File: src/rtl/regfile_dump_controller_pkg.sv
// Shared definitions for the register-file dump sequencer: FSM encoding,
// UART byte width and the bytes-per-word helper.
package regfile_dump_controller_pkg;

    typedef enum logic [2:0] {
        ST_IDLE    = 3'd0,
        ST_READ    = 3'd1,
        ST_SEND    = 3'd2,
        ST_WAIT_TX = 3'd3,
        ST_DONE    = 3'd4
    } dump_state_e;

    localparam int UART_BITS = 8;

    function automatic int bytes_per_word(input int reg_bits, input int uart_bits);
        return reg_bits / uart_bits;
    endfunction

endpackage

File: src/rtl/regfile_dump_controller_word_serializer.sv
// Holds one register word and presents it MSB byte first; the controller
// decides when to load a fresh word and when to advance to the next byte.
module regfile_dump_controller_word_serializer
    import regfile_dump_controller_pkg::*;
#(
    parameter int WORD_BITS = 32,
    parameter int BYTE_BITS = UART_BITS
) (
    input  logic                 i_clock,
    input  logic                 i_soft_reset,
    input  logic                 i_load,
    input  logic                 i_shift,
    input  logic [WORD_BITS-1:0] i_word,
    output logic [BYTE_BITS-1:0] o_byte,
    output logic                 o_last
);

    localparam int BPW   = bytes_per_word(WORD_BITS, BYTE_BITS);
    localparam int IDX_W = (BPW > 1) ? $clog2(BPW) : 1;
    localparam logic [IDX_W-1:0] LAST_IDX = IDX_W'(BPW - 1);

    logic [WORD_BITS-1:0] shift_q, shift_d;
    logic [IDX_W-1:0]     idx_q, idx_d;

    always_comb begin
        shift_d = shift_q;
        idx_d   = idx_q;
        if (i_load) begin
            shift_d = i_word;
            idx_d   = '0;
        end else if (i_shift) begin
            shift_d = shift_q << BYTE_BITS;
            idx_d   = idx_q + 1'b1;
        end
    end

    // The shift register is reset too, so o_tx_data reads zero while in reset.
    always_ff @(posedge i_clock or posedge i_soft_reset) begin
        if (i_soft_reset) begin
            shift_q <= '0;
            idx_q   <= '0;
        end else begin
            shift_q <= shift_d;
            idx_q   <= idx_d;
        end
    end

    assign o_byte = shift_q[WORD_BITS-1 -: BYTE_BITS];
    assign o_last = (idx_q == LAST_IDX);

endmodule

File: src/rtl/regfile_dump_controller.sv
// Debug sequencer: freezes the pipeline, borrows register-file read port A
// and streams every register to the UART transmitter, MSB byte first.
module regfile_dump_controller
    import regfile_dump_controller_pkg::*;
#(
    parameter int CANT_REGISTROS      = 32,
    parameter int CANT_BITS_REGISTROS = 32,
    parameter int CANT_BITS_ADDR_REG  = 5,
    parameter int CANT_BITS_UART      = UART_BITS
) (
    input  logic                           i_clock,
    input  logic                           i_soft_reset,
    input  logic                           i_dump_request,
    input  logic [CANT_BITS_ADDR_REG-1:0]  i_pipe_reg_A,
    input  logic [CANT_BITS_ADDR_REG-1:0]  i_pipe_reg_B,
    output logic [CANT_BITS_ADDR_REG-1:0]  o_reg_A,
    output logic [CANT_BITS_ADDR_REG-1:0]  o_reg_B,
    input  logic [CANT_BITS_REGISTROS-1:0] i_data_A,
    output logic                           o_pipeline_stall,
    output logic [CANT_BITS_UART-1:0]      o_tx_data,
    output logic                           o_tx_start,
    input  logic                           i_tx_done,
    output logic                           o_busy,
    output logic                           o_dump_done
);

    localparam logic [CANT_BITS_ADDR_REG-1:0] LAST_REG = CANT_BITS_ADDR_REG'(CANT_REGISTROS - 1);

    dump_state_e                   state_q, state_d;
    logic [CANT_BITS_ADDR_REG-1:0] reg_idx_q, reg_idx_d;
    logic                          ser_load, ser_shift, ser_last;

    always_comb begin
        state_d   = state_q;
        reg_idx_d = reg_idx_q;
        ser_load  = 1'b0;
        ser_shift = 1'b0;
        unique case (state_q)
            ST_IDLE: begin
                if (i_dump_request) begin
                    state_d   = ST_READ;
                    reg_idx_d = '0;
                end
            end
            ST_READ: begin
                ser_load = 1'b1;
                state_d  = ST_SEND;
            end
            ST_SEND: state_d = ST_WAIT_TX;
            ST_WAIT_TX: begin
                if (i_tx_done) begin
                    if (!ser_last) begin
                        ser_shift = 1'b1;
                        state_d   = ST_SEND;
                    end else if (reg_idx_q == LAST_REG) begin
                        state_d = ST_DONE;
                    end else begin
                        reg_idx_d = reg_idx_q + 1'b1;
                        state_d   = ST_READ;
                    end
                end
            end
            ST_DONE: state_d = ST_IDLE;
            default: state_d = ST_IDLE;
        endcase
    end

    // NOTE: state flops use non-blocking assignment so every flop samples the
    // pre-edge values computed above, independent of process ordering.
    always_ff @(posedge i_clock or posedge i_soft_reset) begin
        if (i_soft_reset) begin
            state_q   <= ST_IDLE;
            reg_idx_q <= '0;
        end else begin
            state_q   <= state_d;
            reg_idx_q <= reg_idx_d;
        end
    end

    regfile_dump_controller_word_serializer #(
        .WORD_BITS (CANT_BITS_REGISTROS),
        .BYTE_BITS (CANT_BITS_UART)
    ) u_serializer (
        .i_clock      (i_clock),
        .i_soft_reset (i_soft_reset),
        .i_load       (ser_load),
        .i_shift      (ser_shift),
        .i_word       (i_data_A),
        .o_byte       (o_tx_data),
        .o_last       (ser_last)
    );

    // Everything below decodes straight from state_q so stall and mux switch together.
    assign o_busy           = (state_q != ST_IDLE);
    assign o_pipeline_stall = o_busy;
    assign o_tx_start       = (state_q == ST_SEND);
    assign o_dump_done      = (state_q == ST_DONE);
    assign o_reg_A          = o_busy ? reg_idx_q : i_pipe_reg_A;
    assign o_reg_B          = i_pipe_reg_B;

endmodule

File: config.mk
export PLATFORM = sky130hd
export DESIGN_NAME = regfile_dump_controller
export DESIGN_NICKNAME = d
export VERILOG_FILES = /design/src/rtl/regfile_dump_controller_pkg.sv /design/src/rtl/regfile_dump_controller_word_serializer.sv /design/src/rtl/regfile_dump_controller.sv
export SDC_FILE = /design/constraint.sdc
export NUM_CORES = 1
export LEC_CHECK = 0
export CORE_ASPECT_RATIO = 0.6
export CORE_MARGIN = 2
export CORE_UTILIZATION = 34
export CTS_CLUSTER_SIZE = 30
export DETAILED_ROUTE_END_ITERATION = 8
export DONT_BUFFER_PORTS = 1
export GPL_ROUTABILITY_DRIVEN = 0
export RECOVER_POWER = 50
export SYNTH_ARGS = -nofsm -noshare
export SYNTH_HDL_FRONTEND = slang
export SYNTH_SLANG_ARGS = --single-unit
File: constraint.sdc
create_clock -name i_clock -period 1.8 [get_ports i_clock]
set_input_delay 0.36 -clock i_clock [delete_from_list [all_inputs] [get_ports i_clock]]
set_output_delay 0.36 -clock i_clock [all_outputs]
set_load 0.005 [all_outputs]
==> metrics.txt <==
# TYPE chip_impl_metric gauge
chip_impl_metric{name="pin_count",unit=""} 68
chip_impl_metric{name="synth-simple-area-share",unit=""} 0.205
chip_impl_metric{name="finalWorstPathRequiredPeriod",unit="ns"} 1.87
chip_impl_metric{name="max_slew_margin",unit=""} 0.537
chip_impl_info{name="run_status",value="complete, but fails checks"} 1
chip_impl_metric{name="layout_worst_path_cycle_share",unit=""} 1.04
chip_impl_metric{name="layout-area-overhead-vs-synth",unit="%"} 10.8
chip_impl_metric{name="die_w",unit="um"} 108
chip_impl_metric{name="post_synth_mux_area_share",unit=""} 0.0395
chip_impl_metric{name="die_height",unit="um"} 66.6
chip_impl_info{name="hold_path.class",value="in -> reg"} 1
chip_impl_metric{name="post_route_skew",unit="ns"} 0.00501
chip_impl_metric{name="max-clock-path-buffers",unit=""} 2
chip_impl_metric{name="clk_pin_slew",unit="ns"} 0.08
chip_impl_metric{name="cp_data_required_time",unit="ns"} 2.02
chip_impl_metric{name="ctsHtreeMaxLevel",unit=""} 2
chip_impl_metric{name="routedWlPerCell",unit="um"} 17.1
chip_impl_metric{name="worst-path-max-fanout",unit=""} 5
chip_impl_metric{name="fillers",unit=""} 625
chip_impl_info{name="worst_setup_path_start_kind",value="flop"} 1
chip_impl_metric{name="instances_no_fill",unit=""} 301
chip_impl_metric{name="cts_num_sinks",unit=""} 42
chip_impl_info{name="timing.critical_path.to_type",value="flop"} 1
chip_impl_metric{name="place.port_buffers",unit=""} 0
chip_impl_metric{name="grt_pass1_vias",unit=""} 1562
chip_impl_metric{name="cts_buffers",unit=""} 5
chip_impl_info{name="cts-root-buf",value="sky130_fd_sc_hd__clkbuf_8"} 1
chip_impl_metric{name="first_pass_grt_wire_length",unit="mm"} 8.41
chip_impl_metric{name="clkLatencyLatePin",unit="ns"} 0.29
chip_impl_metric{name="setup_violations",unit=""} 9
chip_impl_metric{name="post_synth_inst_count",unit=""} 216
chip_impl_metric{name="powerDensity",unit="nW/um2"} 1590
chip_impl_metric{name="synth_adder_area_share",unit=""} 0.0169
chip_impl_metric{name="yosys.cell_types.count",unit=""} 34
chip_impl_metric{name="synth_area_per_cell",unit="um2"} 10.3
chip_impl_metric{name="cp_data_arrival_time",unit="ns"} 2.08
chip_impl_info{name="critPathKind",value="reg -> reg"} 1
chip_impl_metric{name="synth_xor_xnor_area_share",unit=""} 0
chip_impl_metric{name="globalRoute.totalOverflow",unit=""} 0
chip_impl_metric{name="vdd_ir_drop_max",unit="mV"} 0.549
chip_impl_metric{name="antenna_found_initial",unit=""} 0
chip_impl_metric{name="num-nets-final",unit=""} 266
chip_impl_metric{name="netSwitchingFraction",unit=""} 0.352
chip_impl_metric{name="pwr-share-clk",unit=""} 0.197
chip_impl_metric{name="max-cap-violations",unit=""} 0
chip_impl_metric{name="fp.coreArea",unit="um2"} 6190
chip_impl_metric{name="via_count",unit=""} 1593
chip_impl_metric{name="detailedRoute.firstIterationViolations",unit=""} 66
chip_impl_metric{name="synth-compound-area-share",unit=""} 0.157
chip_impl_info{name="grt_setup_unrepaired",value="true"} 1
chip_impl_metric{name="multi_input_comb_area",unit="um2"} 975
chip_impl_metric{name="maxClockFrequency",unit="GHz"} 0.536
chip_impl_metric{name="drt-total-wl",unit="mm"} 5.16
chip_impl_metric{name="synth_sequential_area_ratio",unit=""} 0.474
chip_impl_metric{name="final_area",unit="um2"} 2460
chip_impl_info{name="failed_checks",value="setup timing"} 1
chip_impl_metric{name="grt_max_degree",unit=""} 28
chip_impl_metric{name="grtUsageTotal",unit=""} 0.153
chip_impl_metric{name="ant_nets",unit=""} 0
chip_impl_metric{name="post-dp-hpwl",unit="mm"} 3.68
chip_impl_metric{name="drive_above_1_share",unit=""} 0.217
chip_impl_metric{name="via_per_inst",unit=""} 5.29
chip_impl_metric{name="initial_core_util",unit=""} 0.358
chip_impl_metric{name="final-max-slew-violation-count",unit=""} 0
chip_impl_metric{name="switching_power",unit="mW"} 1.38
chip_impl_metric{name="share_seq_of_total_power",unit=""} 0.400
chip_impl_metric{name="power.static_leakage",unit="nW"} 1.13
chip_impl_metric{name="internal_power",unit="mW"} 2.54
chip_impl_metric{name="post_synth_instance_area",unit="um2"} 2220
chip_impl_metric{name="final-hold-violation-count",unit=""} 0
chip_impl_metric{name="power",unit="mW"} 3.92
chip_impl_metric{name="postSynthNetCount",unit=""} 265
chip_impl_metric{name="power.share.combinational",unit=""} 0.403
chip_impl_metric{name="floorplan.rows",unit=""} 22
chip_impl_metric{name="detail_route.first_pass.iterations",unit=""} 4
chip_impl_metric{name="timing_worst_slew_pin_value",unit="ns"} 0.695
chip_impl_metric{name="dp_worst_setup_slack",unit="ns"} -0.0489
chip_impl_metric{name="place_area",unit="um2"} 2310
chip_impl_metric{name="tns",unit="ns"} -0.441
chip_impl_info{name="clock_tree_from_tritoncts",value="yes"} 1
chip_impl_metric{name="number_of_synthesized_register_bits",unit=""} 42
chip_impl_info{name="main_combinational_cell_family_by_area_after_synthesis",value="simple AND/OR/NAND/NOR gates"} 1
chip_impl_metric{name="die_area",unit="um2"} 7200
chip_impl_metric{name="placed_cells_incl_taps",unit=""} 291
chip_impl_metric{name="antennaDiodeCount",unit=""} 0
chip_impl_metric{name="synth-warning-count",unit=""} 0
chip_impl_metric{name="drc_errors",unit=""} 0
chip_impl_metric{name="sequential_cell_area",unit="um2"} 1050
chip_impl_metric{name="setup_slack_of_the_critical_path_after_layout",unit="ns"} -0.0670
per-stage QoR:
stage | utilization | hold slack, ns
2_1_floorplan | - | 0.469
3_3_place_gp | 0.373 | 0.280
3_5_place_dp | 0.373 | 0.282
4_1_cts | 0.395 | 0.181
5_1_grt | 0.397 | 0.176
6_report | 0.397 | 0.181
cells by family (layout without fill, tap and decap cells):
kind of cell / count (synthesis) / after routing
flip-flops: 42 / 42
multiplexers: 8 / 8
buffers and inverters: 38 / 39
AO/OA/AOI/OAI: 41 / 41
AND/OR/NAND/NOR: 84 / 84
adder cells (fa/ha/maj): 3 / 3
layout make-up:
cell class	instances	share of cell area
Sequential cell	42	0.428
Multi-Input combinational cell	136	0.397
Timing Repair Buffer	25	0.0764
Tap cell	84	0.0428
Clock buffer	6	0.0336
Clock inverter	1	0.0122
Inverter	7	0.0107
power by group through the flow:
stage	combinational [mW]	sequential (mW)	clock, mW
6_report	1.58	1.57	0.773
3_5_place_dp	1.51	1.59	0
4_1_cts	1.55	1.57	0.783
3_3_place_gp	1.49	1.59	0
2_1_floorplan	1.28	1.51	0
5_1_grt	1.79	1.62	0.829
final timing paths:
| path | slack, ns | cells after the start | end | start |
|---|---|---|---|---|
| min in group asynchronous | 0.50 | 2 | u_serializer.shift_q[9] | i_soft_reset |
| min reg2reg | 0.51 | 1 | u_serializer.shift_q[9] | u_serializer.shift_q[9] |
| max in group asynchronous | 0.29 | 3 | u_serializer.idx_q[1] | i_soft_reset |
| max reg2reg | -0.07 | 7 | reg_idx_q[4] | reg_idx_q[1] |
| max | -0.07 | 7 | reg_idx_q[4] | reg_idx_q[1] |
| min | 0.18 | 2 | u_serializer.shift_q[2] | i_data_A[2] |
state kept, by name, indices dropped and copies added, names as in the netlist:
name,count
reg_idx_q,5
state_q,3
u_serializer.idx_q,2
u_serializer.shift_q,32
worst max-delay path: stages (launching register included):
cell and delay, ns:
sky130_fd_sc_hd__dfrtp_1 0.39, sky130_fd_sc_hd__ha_2 0.19, sky130_fd_sc_hd__and3_4 0.18, sky130_fd_sc_hd__ha_4 0.15, sky130_fd_sc_hd__nand4b_1 0.21, sky130_fd_sc_hd__a2111oi_4 0.31
sky130_fd_sc_hd__buf_4 0.19, sky130_fd_sc_hd__mux2i_1 0.17
per-layer routing:
layer	share of wire	global-route usage
met1	0.49	0.220
met2	0.41	0.224
met3	0.087	0.0558
met4	0.0085	0.0240
met5	0	0
cells in the final DEF (no fill, tap or decap), types with 2 or more instances in the layout:
cell type                  count
sky130_fd_sc_hd__nand3_1      10
sky130_fd_sc_hd__a31oi_1       4
sky130_fd_sc_hd__buf_4        23
sky130_fd_sc_hd__dfrtp_1      42
sky130_fd_sc_hd__mux2i_1       2
sky130_fd_sc_hd__o211ai_1      8
sky130_fd_sc_hd__and3b_1       3
sky130_fd_sc_hd__o21ai_0       9
sky130_fd_sc_hd__a221o_1      16
sky130_fd_sc_hd__nand2b_1      3
sky130_fd_sc_hd__nor3_1        2
sky130_fd_sc_hd__nand2_1      35
sky130_fd_sc_hd__clkbuf_8      6
sky130_fd_sc_hd__inv_1         6
sky130_fd_sc_hd__and3_1       18
sky130_fd_sc_hd__mux2_4        5
synth_stat cells:
library cell	count	share of area
sky130_fd_sc_hd__dfrtp_1	42	0.47
sky130_fd_sc_hd__o21ai_0	10	0.023
sky130_fd_sc_hd__nor2b_1	1	0.0028
sky130_fd_sc_hd__buf_6	4	0.020
sky130_fd_sc_hd__buf_1	1	0.0017
sky130_fd_sc_hd__o211ai_1	8	0.027
sky130_fd_sc_hd__nand2_1	35	0.059
sky130_fd_sc_hd__or2_4	1	0.0040
sky130_fd_sc_hd__and3_1	19	0.054
sky130_fd_sc_hd__nand4_1	1	0.0028
sky130_fd_sc_hd__a31oi_1	4	0.011
sky130_fd_sc_hd__nor2_1	1	0.0017
sky130_fd_sc_hd__mux2i_1	2	0.0090
sky130_fd_sc_hd__a22o_1	1	0.0040
sky130_fd_sc_hd__a221o_1	16	0.072
sky130_fd_sc_hd__a21oi_4	1	0.0073
sky130_fd_sc_hd__ha_1	3	0.017
sky130_fd_sc_hd__inv_1	7	0.012
sky130_fd_sc_hd__or3b_1	1	0.0040
sky130_fd_sc_hd__and4_1	1	0.0040
sky130_fd_sc_hd__nor2_2	1	0.0028
sky130_fd_sc_hd__clkbuf_1	3	0.0051
sky130_fd_sc_hd__nand4b_1	1	0.0040
sky130_fd_sc_hd__buf_2	8	0.018
sky130_fd_sc_hd__nand3_1	10	0.023
sky130_fd_sc_hd__nand2b_1	3	0.0085
sky130_fd_sc_hd__buf_4	15	0.051
sky130_fd_sc_hd__a2111oi_4	1	0.012
sky130_fd_sc_hd__mux2_2	6	0.030
sky130_fd_sc_hd__nor3b_1	1	0.0034
sky130_fd_sc_hd__nor3b_4	1	0.0085
sky130_fd_sc_hd__and2_1	1	0.0028
sky130_fd_sc_hd__and3b_1	4	0.016
sky130_fd_sc_hd__nor3_1	2	0.0045
what timing repair did:
item	CTS	global route
hold endpoints to repair	15	0
gates resized for setup	2	6
setup endpoints to repair	10	10
pin swaps	3	1
hold buffers	1	0
setup buffers	1	1
(Power assumes the default switching activity.)
